### config.mk
export PLATFORM = sky130hd
export DESIGN_NAME = mem_access_ctrl
export DESIGN_NICKNAME = d
export VERILOG_FILES = /design/src/rtl/mem_access_ctrl.sv
export SDC_FILE = /design/constraint.sdc
export NUM_CORES = 1
export LEC_CHECK = 0
export BUFFER_PORTS_ARGS = -buffer_cell sky130_fd_sc_hd__clkbuf_2
export CORE_MARGIN = 1
export CORE_UTILIZATION = 40
export DETAILED_ROUTE_END_ITERATION = 8
export HOLD_SLACK_MARGIN = 0.02
export PLACE_DENSITY = 0.75
export REMOVE_ABC_BUFFERS = 1
export SETUP_SLACK_MARGIN = 0.05
export SLEW_MARGIN = 40
export SYNTH_ARGS = -nofsm -noshare
export SYNTH_HDL_FRONTEND = slang
export SYNTH_SLANG_ARGS = --single-unit
### constraint.sdc
create_clock -name clk -period 1.1 [get_ports clk]
set_input_delay 0.055 -clock clk [delete_from_list [all_inputs] [get_ports clk]]
set_output_delay 0.055 -clock clk [all_outputs]
set_load 0.02 [all_outputs]
### src/rtl/mem_access_ctrl.sv
// Memory access stage: holds MAR, runs one req/ack read or write per request and
// returns read data toward MDR. Optional REQ watchdog enabled by `define MEMIF_TIMEOUT_EN.
module mem_access_ctrl #(
   parameter int ADDR_W  = 9,
   parameter int TIMEOUT = 16
) (
   input  logic              clk,
   input  logic              clr,
   input  logic              MARin,
   input  logic [31:0]       BusMuxOut,
   input  logic              Read,
   input  logic              Write,
   input  logic [31:0]       MDRMuxIn,
   output logic [31:0]       Mdatain,
   output logic              MDRRead,
   output logic [ADDR_W-1:0] mem_addr,
   output logic [31:0]       mem_wdata,
   output logic              mem_req,
   output logic              mem_we,
   input  logic [31:0]       mem_rdata,
   input  logic              mem_ack,
   output logic              busy,
   output logic              done,
   output logic              err
);

   typedef enum logic [1:0] {ST_IDLE, ST_REQ, ST_DONE} state_t;

   state_t            state_reg, state_next;
   logic [ADDR_W-1:0] mar_reg;
   logic [31:0]       mdatain_reg;
   logic [31:0]       wdata_reg;
   logic              we_reg;
   logic              err_reg;
   logic              timeout_hit;

   // Only the low ADDR_W bits of the bus address memory.
   logic bus_hi_unused;
   assign bus_hi_unused = |BusMuxOut[31:ADDR_W];

`ifdef MEMIF_TIMEOUT_EN
   localparam int CNT_W = (TIMEOUT < 2) ? 1 : $clog2(TIMEOUT + 1);

   logic [CNT_W-1:0] cnt_reg;

   always_ff @(posedge clk) begin
      if (clr) begin
         cnt_reg <= '0;
      end else if (state_reg != ST_REQ) begin
         cnt_reg <= '0;
      end else if (!mem_ack) begin
         cnt_reg <= cnt_reg + CNT_W'(1);
      end
   end

   // An ack arriving on the final allowed cycle takes priority over the abort.
   assign timeout_hit = (state_reg == ST_REQ) && !mem_ack
                        && (cnt_reg == CNT_W'(TIMEOUT - 1));
`else
   logic timeout_unused;
   assign timeout_unused = (TIMEOUT > 0);
   assign timeout_hit    = 1'b0;
`endif

   always_ff @(posedge clk) begin
      if (clr) begin
         state_reg <= ST_IDLE;
      end else begin
         state_reg <= state_next;
      end
   end

   always_comb begin
      state_next = state_reg;
      case (state_reg)
         ST_IDLE: if (Read | Write)          state_next = ST_REQ;
         ST_REQ:  if (mem_ack | timeout_hit) state_next = ST_DONE;
         ST_DONE:                            state_next = ST_IDLE;
         default:                            state_next = ST_IDLE;
      endcase
   end

   always_ff @(posedge clk) begin
      if (clr) begin
         mar_reg     <= '0;
         mdatain_reg <= '0;
         wdata_reg   <= '0;
         we_reg      <= 1'b0;
         err_reg     <= 1'b0;
      end else begin
         case (state_reg)
            ST_IDLE: begin
               if (MARin) begin
                  mar_reg <= BusMuxOut[ADDR_W-1:0];
               end
               if (Read | Write) begin
                  wdata_reg <= MDRMuxIn;
                  we_reg    <= Write & ~Read;
                  err_reg   <= 1'b0;
               end
            end
            ST_REQ: begin
               if (mem_ack) begin
                  if (!we_reg) begin
                     mdatain_reg <= mem_rdata;
                  end
               end else if (timeout_hit) begin
                  mdatain_reg <= '0;
                  err_reg     <= 1'b1;
               end
            end
            default: begin
            end
         endcase
      end
   end

   // Outputs decode registered state only, so no input reaches an output combinationally.
   always_comb begin
      mem_req   = (state_reg == ST_REQ);
      busy      = (state_reg != ST_IDLE);
      done      = (state_reg == ST_DONE);
      MDRRead   = (state_reg == ST_DONE) & ~we_reg & ~err_reg;
      err       = (state_reg == ST_DONE) & err_reg;
      mem_we    = we_reg;
      mem_addr  = mar_reg;
      mem_wdata = wdata_reg;
      Mdatain   = mdatain_reg;
   end

endmodule
==> reports/results.ini, run 1 <==
[finish]
final_util=0.682
final_area_um2=5270
synthToLayoutAreaGrowth_pct=64.8
drive_above_1_share=0.421
num-nets-final=677
n_antenna_cell=0

[timing]
finalCritPeriodShare=1.24
final.setup.worst_slack_ns=-0.265
fin_tns_setup_ns=-8.75
rsz0062_at_grt=true
max_freq_ghz=0.733
hold_viol_final=0
drv_slew=0
min_period_ns=1.36
whs_ns=0.0852
fin_skew_ns=0.00997
setup_viol=78

[clock_network]
cts.sinks=76
clk_path_buf_depth=2
clk_pin_slew_ns=0.08
cts_max_level=3
numCtsBuffers=9
insertion_delay_ns=0.35
cts_tree=yes
cts_root_buffer=clkbuf_8

[placed_design]
placement.cell_area_um2=4060
port_buffers=156
dp_hpwl_mm=5.18
gp_congestion=0.794

[floorplanning]
coreArea_um2=7730
die_y_um=91.4
boundaryPins=181
start_util=0.414
dieWidth_um=91.4
die_area_um2=8360
rows=32

[power]
power_density_nw_per_um2=1310
p_switching_w=0.00199
p_int_w=0.00491
ir_drop_mv=0.776
sequentialPowerShare=0.444
power.leakage_nw=2.38
combPwrFrac=0.245
swShare=0.288
p_clk_frac=0.311

[worst_hold_path]
hold_end=state_reg[1]
hp-start=mem_ack
whs_path_depth=2
min_path_type=in2reg

[synth]
ys_seq_area_frac=0.476
syn_avg_cell_area_um2=9.49
synth_area_um2=3200
synth_cell_type_count=25
synth_cells=337
synth.yosys.warnings=0
synth_seq_cells=76

[routing]
num_vias=3217
highest_layer=met4
dr_wl_met3_um=697
dr.pass1.iters=4
drt_wl_total_mm=9.87
drtIter0Drc=130
via_per_inst=4.72
wire_per_inst_um=14.5
wl_met2_mm=4.97
drc_errors=0
antenna_left=0
drt-met1-wl_mm=3.97

[global_routing]
antenna_found_initial=0
grt_first_pass_wirelength_mm=15.1
grt_pass1_vias=3269
grt_max_degree=59
overflow=0
track_usage=0.228

[worst_setup_path]
crit_type=reg2out
worst_r2r_path_depth=5
worstPathArrival_ns=1.31
critPathCaptureType=output port
cp-start-kind=flop
rrSetupSlack_ns=-0.16
max_stage_delay_ns=0.37
r2r-start=state_reg[0]
crit_path_cell_trace=and2b_2 > nor2b_1 > buf_4
crit_path_max_fanout=4
worstPathRequired_ns=1.04
r2r_end=Mdatain[5]
critPathSlowestCell=dfxtp_4

[run_status]
status=complete, but fails checks
violations=negative setup slack

[flow_run]
maxCapViolCount=0

cell usage in the layout, fill, tap and decap left out:
cell / n
nand4bb_4: 1
dfxtp_2: 1
bufinv_16: 1
buf_16: 2
o21a_4: 1
conb_1: 1
and4bb_4: 1
nand2b_1: 64
clkinv_4: 1
a21oi_1: 10
a21oi_2: 32
or3b_4: 2
dfxtp_4: 2
buf_12: 6
buf_8: 3
clkinv_2: 2
and2b_2: 2
buf_4: 11
clkbuf_16: 1
nor2_4: 1
nor2b_4: 1
buf_2: 1
nand2_2: 4
nand2_1: 78
clkbuf_8: 10
dfxtp_1: 73
inv_2: 1
clkbuf_2: 150
nor2b_1: 1
and3b_1: 1
buf_6: 3
dlygate4sd3_1: 75
nor3b_2: 1
clkinvlp_4: 2
o21ba_2: 1
mux2i_1: 32
a211oi_1: 1
cells in the mapped netlist, drive strengths merged:
cell,count,area [um2]
a211oi,1,7.51
conb,1,3.75
mux2i,32,320
dfxtp,76,1520
nor2b,2,12.5
nor3b,1,12.5
nand4bb,1,11.3
buf,20,181
inv,1,3.75
nor2,1,6.26
a21oi,42,323
o21a,1,7.51
clkbuf,6,22.5
and3b,1,8.76
nand2,82,308
and2b,2,17.5
or3b,1,8.76
o21ba,1,10.0
and4bb,1,12.5
nand2b,64,400
power by group through the flow:
stage	sequential, W	combinational [W]	clock (W)
after floorplan	0.00333	0.000463	0
after detailed placement	0.00311	0.00125	0
final	0.00306	0.00169	0.00214
after global placement	0.00310	0.00123	0
after global routing	0.00308	0.00179	0.00231
after CTS	0.00305	0.00160	0.00220
layer usage:
metal | global-route usage | vias to the layer above
li1 | - | 1563
met1 | 0.240 | 1479
met2 | 0.420 | 153
met4 | 0.114 | 0
met5 | 0 | -
met3 | 0.0528 | 22
layout make-up:
class / instances / area [um2]
Fill cell: 559 / 2450
Timing Repair Buffer: 252 / 1870
Multi-Input combinational cell: 235 / 1540
Sequential cell: 76 / 1530
Clock buffer: 10 / 138
Tap cell: 102 / 128
Clock inverter: 6 / 63.8
Inverter: 1 / 3.75
kinds of logic (layout without fill, tap and decap cells):
logic type	after synthesis	in the layout	share of synthesized area
AND/OR/NAND/NOR	156	157	0.250
AO/OA/AOI/OAI	45	45	0.109
multiplexers	32	32	0.100
other	1	1	0.00117
buffers and inverters	27	269	0.0649
flip-flops	76	76	0.476
per-stage QoR:
stage,setup WS (ns),power [W],instances
6_report,-0.265,0.00689,682
5_1_grt,-0.292,0.00718,682
4_1_cts,-0.204,0.00685,678
3_5_place_dp,-0.161,0.00436,579
3_3_place_gp,-0.0898,0.00433,579
2_1_floorplan,-0.861,0.00379,311
timing repair:
| action | in CTS | in global routing |
|---|---|---|
| gates resized for setup | 16 | 24 |
| endpoints found under the hold margin | 74 | 0 |
| setup buffers | 5 | 3 |
| gates cloned | 3 | 2 |
| hold buffers | 75 | 0 |
| setup endpoints to repair | 78 | 80 |
| pin swaps | 1 | 0 |
worst max path at each step:
stage,cells past startpoint,slack (ns),endpoint,from
after floorplan,3,-0.86,mem_wdata[0],state_reg[1]
after global placement,4,-0.09,mem_wdata[27],state_reg[1]
after detailed placement,4,-0.16,mem_wdata[21],state_reg[1]
after CTS,4,-0.20,mem_wdata[22],state_reg[1]
after global routing,3,-0.29,MDRRead,state_reg[0]
final,3,-0.26,MDRRead,state_reg[0]
worst max-delay path: cells and delay by family (launching register included):
kind                   cells  cell delay, ns
buffers and inverters      1            0.18
DFF                        1            0.37
and+or+nand+nor            2            0.42
Note: power is estimated with default switching activity, not from simulation.
==> run 2, diff against run 1 <==
--- a/config.mk
+++ b/config.mk
@@ -5,7 +5,7 @@
 export SDC_FILE = /design/constraint.sdc
 export NUM_CORES = 1
 export LEC_CHECK = 0
-export BUFFER_PORTS_ARGS = -buffer_cell sky130_fd_sc_hd__clkbuf_2
+export BUFFER_PORTS_ARGS = -buffer_cell sky130_fd_sc_hd__buf_2
 export CORE_MARGIN = 1
 export CORE_UTILIZATION = 40
 export DETAILED_ROUTE_END_ITERATION = 8
==> run 2 against run 1 <==
Compared with the run above:
- the run still ends with negative setup slack left
- cell count up 1.5%
- sequential power is essentially flat
- first-iteration DRC count shrank 22%
- critical endpoint is now Mdatain[0]
- via count up 3.5%
- die area unchanged
- total power is 7.7% higher
- count of clock-buffer cells in the layout stayed put
- largest power group unchanged
- critical path depth grew 3
- hold slack better by 0.016 ns
- combinational power grew 7%
==> reports/results.ini, run 2 (synthesis results as in run 1) <==
[run_status]
status=complete, but fails checks
violations=negative setup slack

[finish]
final_util=0.709  ; +0.0262
final_common_cell=buf_2
n_antenna_cell=0  ; unchanged
drive_above_1_share=0.447  ; +0.0268
final_cells=692  ; +1.5%
num-nets-final=687  ; +1.5%
synthToLayoutAreaGrowth_pct=71.1
layout_common_cells=152 x buf_2, 77 x dlygate4sd3_1, 73 x dfxtp_1

[clock_network]
cts_root_buffer=clkbuf_8
cts_max_level=3  ; unchanged
clk_path_buf_depth=2  ; unchanged
insertion_delay_ns=0.34  ; about the same
cts.sinks=76  ; unchanged
numCtsBuffers=9  ; unchanged
cts_tree=yes
clk_pin_slew_ns=0.08  ; about the same

[routing]
num_vias=3331  ; +3.5%
drt_wl_total_mm=10.6  ; +7.5%
drtIter0Drc=101  ; -22%
drc_errors=0  ; unchanged
antenna_left=0  ; unchanged
dr.pass1.iters=4  ; unchanged
wire_per_inst_um=15.3  ; +6.0%
via_per_inst=4.81  ; +2.0%

[global_routing]
track_usage=0.242  ; +0.0137
grt_first_pass_wirelength_mm=15.8  ; +4.8%
grt_max_degree=51  ; -14%
overflow=0  ; unchanged
grt_pass1_vias=3386  ; +3.6%
antenna_found_initial=0  ; unchanged

[floorplanning]
die_area_um2=8360  ; unchanged
boundaryPins=181  ; unchanged
coreArea_um2=7730  ; unchanged
rows=32  ; unchanged
start_util=0.414  ; unchanged
die_y_um=91.4  ; unchanged
dieWidth_um=91.4  ; unchanged

[power]
design_power_total_w=0.00742  ; +7.7%
ir_drop_mv=0.900  ; +16%
power_density_nw_per_um2=1360  ; +3.7%
power.leakage_nw=2.51  ; +5.5%

[timing]
final.setup.worst_slack_ns=-0.226  ; +0.0390 ns
hold_viol_final=0  ; unchanged
finalCritPeriodShare=1.21  ; -0.0354
fin_skew_ns=0.00973  ; -0.000236 ns
rsz0062_at_grt=true
whs_ns=0.102  ; +0.0165 ns
setup_viol=76  ; -2.6%
min_period_ns=1.33  ; -0.0390 ns
max_freq_ghz=0.754  ; +2.9%
drv_slew=0  ; unchanged

[worst_setup_path]
crit_path_cell_trace=buf_4 > and4bb_4 > buf_4 > clkbuf_16 > nand2_1 > a21oi_2
rrSetupSlack_ns=-0.23  ; -0.07 ns
max_stage_delay_ns=0.39  ; +0.02 ns
cp-start-kind=flop
crit_type=reg2reg
critPathSlowestCell=dfxtp_4
critPathCaptureType=flop
critical_path.most_common_cell=buf_4
crit_path_max_fanout=8  ; +4
worstPathArrival_ns=1.61  ; +0.30 ns
worstPathRequired_ns=1.38  ; +0.34 ns
worst_r2r_path_depth=6  ; +1

[placed_design]
port_buffers=156  ; unchanged
gp_congestion=0.776  ; -2.3%
dp_hpwl_mm=5.30  ; +2.4%
dp_cells=581  ; +0.35%

[worst_hold_path]
min_path_type=in2reg
whs_path_depth=3  ; +1

[flow_run]
maxCapViolCount=0  ; unchanged

-- run 2: critical path: cells and delay by family (launching register included) --
kind,cells,cell delay [ns]
AND/OR/NAND/NOR,2,0.33
flip-flops,1,0.39
AO/OA/AOI/OAI,1,0.12
buffers and inverters,3,0.43
-- run 2: where the power goes --
group	internal [W]	total (W)	switching, W
logic	0.000934	0.00181	0.000874
registers	0.00294	0.00305	0.000114
clock network	0.00151	0.00256	0.00105
-- run 2: final timing paths --
check,start,end
min,mem_ack,state_reg[0]
min reg2reg,mem_wdata[2],mem_wdata[2]
max reg2reg,state_reg[0],Mdatain[0]
max,state_reg[0],Mdatain[0]
-- run 2: layout make-up --
cell class	count	area [um2]
clock buffers	10	128
clock inverters	6	113
fillers	543	2250
inverters	1	3.75
multi-input cells	235	1560
flip-flops and latches	76	1530
well taps	102	128
repair buffers	262	2010
-- run 2: through the flow --
stage / setup WS [ns] / area (um2) / setup TNS (ns)
CTS: -0.179 / 5370 / -8.11
detailed placement: -0.135 / 4090 / -5.60
global placement: -0.0784 / 4090 / -3.25
global route: -0.278 / 5480 / -14.55
floorplan: -0.861 / 3000 / -45.94
finish: -0.226 / 5480 / -10.82
-- run 2: routing by layer --
metal | routed length (um) | up-vias | part of all wire | global-route usage
met5 | 0 | - | 0 | 0
met4 | 412 | 0 | 0.039 | 0.131
met3 | 776 | 36 | 0.073 | 0.0662
met2 | 5440 | 173 | 0.51 | 0.439
met1 | 3980 | 1544 | 0.38 | 0.250
li1 | - | 1578 | - | -
-- run 2: repair_timing --
| item | CTS | global route |
|---|---|---|
| hold buffers | 77 | 0 |
| cloned | 6 | 1 |
| gates resized for setup | 27 | 27 |
| setup buffers | 9 | 3 |
| endpoints found under the hold margin | 75 | 0 |
| setup endpoints to repair | 79 | 80 |
| pin swaps | 12 | 6 |
==> run 3, diff against run 2 <==
--- a/config.mk
+++ b/config.mk
@@ -5,12 +5,13 @@
 export SDC_FILE = /design/constraint.sdc
 export NUM_CORES = 1
 export LEC_CHECK = 0
+export ABC_AREA = 1
 export BUFFER_PORTS_ARGS = -buffer_cell sky130_fd_sc_hd__buf_2
 export CORE_MARGIN = 1
-export CORE_UTILIZATION = 40
+export CORE_UTILIZATION = 39
 export DETAILED_ROUTE_END_ITERATION = 8
 export HOLD_SLACK_MARGIN = 0.02
-export PLACE_DENSITY = 0.75
+export PLACE_DENSITY = 0.74
 export REMOVE_ABC_BUFFERS = 1
 export SETUP_SLACK_MARGIN = 0.05
 export SLEW_MARGIN = 40
==> run 3 against run 2 <==
Compared with the run above:
- the flow still finishes with violations (negative setup slack)
- hold slack got worse by 0.059 ns
- non-clock buffer count decreased by 25
- count of clock-buffer cells in the layout stayed put
- largest power group unchanged
- highest routed layer unchanged
==> reports/results.ini, run 3 <==
[routing]
drc_errors=0  ; unchanged
drt_wl_total_mm=11.0  ; +3.3%
dr.pass1.iters=4  ; unchanged
wire_per_inst_um=14.9  ; -3.1%
via_per_inst=4.83  ; +0.35%
num_vias=3565  ; +7.0%
antenna_left=0  ; unchanged
drtIter0Drc=87  ; -14%

[worst_setup_path]
critPathCaptureType=output port
r2r-start=state_reg[0]
crit_path_max_fanout=4  ; -4
cp-start-kind=flop
worstPathArrival_ns=1.18  ; -0.43 ns
r2r_end=Mdatain[22]
rrSetupSlack_ns=-0.12  ; +0.11 ns
worstPathRequired_ns=1.04  ; -0.34 ns
worst_r2r_path_depth=6  ; unchanged
crit_type=reg2out

[finish]
regArea_um2=1530  ; unchanged
layout_common_cells=151 x buf_2, 136 x nor2_1, 73 x dfxtp_1
multi_input_area_um2=1420  ; -8.7%
n_antenna_cell=0  ; unchanged
final_common_cell=buf_2
fill_cells=509  ; -6.3%
drive_above_1_share=0.427  ; -0.0202
synthToLayoutAreaGrowth_pct=77.8
num-nets-final=736  ; +7.1%

[synth]
synth_top_family_by_area=simple AND/OR/NAND/NOR gates
syn_avg_cell_area_um2=7.26  ; -24%
yosysTopAreaCell=dfxtp_1
synth_compound_area_frac=0.0735  ; -0.0353
synth_fa_ha_area_frac=0  ; unchanged
synth_edf_count=0  ; unchanged
ys_seq_area_frac=0.508  ; +0.0320
synth_seq_cells=76  ; unchanged
synth_area_leaders=dfxtp_1 51%, nor2_1 19%, o21ai_0 7.0%
synth_flop_cell=dfxtp_1
synth_area_um2=3000  ; -6.3%
post_synth_and_or_nand_nor_area_fraction=0.318  ; +0.0681
synth_most_common_cell=nor2_1
synth_cell_type_count=20  ; -20%
synth_top_area_frac=0.508  ; +0.0320
synth.area.mux_share=0  ; -0.100
synth.yosys.warnings=0  ; unchanged
async_flop_share=0  ; unchanged
synth_cells=413  ; +23%
synthXorXnorAreaFrac=0  ; unchanged
ys_top_cells_by_count=149 x nor2_1, 76 x dfxtp_1, 42 x o21ai_0

[clock_network]
cts.sinks=76  ; unchanged
cts_tree=yes
clk_path_buf_depth=2  ; unchanged
cts_root_buffer=clkbuf_8
insertion_delay_ns=0.33  ; about the same
clk_pin_slew_ns=0.08  ; about the same
cts_max_level=3  ; unchanged
numCtsBuffers=9  ; unchanged

[power]
design_power_total_w=0.00806  ; +8.6%
p_switching_w=0.00246  ; +21%
swShare=0.305  ; +0.0308
p_int_w=0.00560  ; +4.0%
power.leakage_nw=2.67  ; +6.3%
combPwrFrac=0.285  ; +0.041
ir_drop_mv=0.914  ; +1.5%
power_density_nw_per_um2=1510  ; +12%
sequentialPowerShare=0.392  ; -0.020
p_clk_frac=0.323  ; -0.022

[global_routing]
overflow=0  ; unchanged
grt_pass1_vias=3018  ; -11%
grt_max_degree=75  ; +47%
track_usage=0.217  ; -0.0244
grt_first_pass_wirelength_mm=13.5  ; -14%
antenna_found_initial=0  ; unchanged

[timing]
drv_slew=0  ; unchanged
fin_skew_ns=0.00766  ; -0.00208 ns
min_period_ns=1.23  ; -0.0923 ns
fin_tns_setup_ns=-4.32  ; +6.50 ns
final.setup.worst_slack_ns=-0.133  ; +0.0923 ns
rsz0062_at_grt=true
max_freq_ghz=0.811  ; +7.5%
hold_viol_final=0  ; unchanged
setup_viol=70  ; -7.9%
finalCritPeriodShare=1.12  ; -0.0839

[floorplanning]
coreArea_um2=7330  ; -5.1%
die_y_um=89.7  ; -1.9%
die_area_um2=8040  ; -3.8%
boundaryPins=181  ; unchanged
start_util=0.409  ; -0.00508
rows=31  ; -3.1%
dieWidth_um=89.7  ; -1.9%

[worst_hold_path]
min_path_type=in2reg
hp-start=mem_rdata[18]
whs_path_depth=5  ; +2
hold_end=Mdatain[18]

[placed_design]
port_buffers=156  ; unchanged
gp_congestion=0.744  ; -4.1%
preCtsSetupSlack_ns=-0.0931  ; +0.0420 ns
dp_hpwl_mm=5.38  ; +1.5%

[run_status]
status=complete, but fails checks
violations=negative setup slack

[flow_run]
maxCapViolCount=0  ; unchanged

-- run 3: changes by cell type after synthesis, sizes merged, moves of 4 or more --
cell / change
inv: +39
nand4: +32
nand2b: -64
buf: -4
nor2: +151
nand2: -45
o21ai: +42
clkbuf: +6
a21oi: -40
mux2i: -32
-- run 3: how the worst max path moves through the flow --
stage / from / to / slack [ns] / cells past startpoint
floorplan: state_reg[0] / Mdatain[0] / -0.24 / 5
global placement: state_reg[1] / mem_wdata[5] / -0.02 / 5
detailed placement: state_reg[1] / mem_wdata[1] / -0.09 / 5
CTS: state_reg[1] / MDRRead / -0.13 / 4
global route: state_reg[0] / Mdatain[22] / -0.18 / 6
finish: state_reg[0] / mem_req / -0.13 / 4
-- run 3: critical path, cell delays in order, from the launching register on --
cell,delay [ns]
dfxtp_4,0.37
inv_1,0.09
nor2_4,0.16
buf_12,0.13
buf_8,0.10
-- run 3: cell type report --
| type | instances | share of cell area |
|---|---|---|
| inverter | 41 | 0.0324 |
| clock inverter | 6 | 0.0209 |
| multi-input combinational | 268 | 0.267 |
| timing repair inverter | 1 | 0.000939 |
| timing repair buffer | 237 | 0.343 |
| sequential | 76 | 0.287 |
| clock buffer | 10 | 0.0258 |
| tap | 99 | 0.0232 |
-- run 3: what timing repair did --
action,in CTS,in global routing
resized for setup,17,121
hold endpoints to repair,45,0
endpoints found under the setup margin,79,79
hold buffers,44,0
gates cloned,1,10
pin swaps,1,19
setup buffers,3,5
-- run 3: metal layers --
layer  vias up  global-route usage  share of wire
li1       1738                   -              -
met3        16              0.0704          0.087
met1      1654               0.247           0.39
met2       157               0.375           0.52
met4         0              0.0909         0.0099
met5         -                   0              0
-- run 3: through the flow --
step / hold slack [ns] / cells / util / cell area [um2]
2_1_floorplan: 0.124 / 385 / - / 2850
3_3_place_gp: 0.254 / 659 / 0.544 / 3990
3_5_place_dp: 0.258 / 659 / 0.544 / 3990
4_1_cts: 0.0270 / 723 / 0.651 / 4770
5_1_grt: 0.0569 / 738 / 0.727 / 5330
6_report: 0.0422 / 738 / 0.727 / 5330
-- run 3: cells by family after synthesis --
family	count (synthesis)
AND/OR/NAND/NOR	223
AO/OA/AOI/OAI	44
buffers and inverters	69
flip-flops	76
other	1
-- run 3: power by group through the flow --
stage	Combinational [W]	Sequential (W)	Clock, W
after detailed placement	0.00158	0.00319	0
after floorplan	0.000556	0.00350	0
after global placement	0.00155	0.00318	0
after CTS	0.00179	0.00313	0.00265
after global routing	0.00245	0.00319	0.00278
final	0.00229	0.00316	0.00260
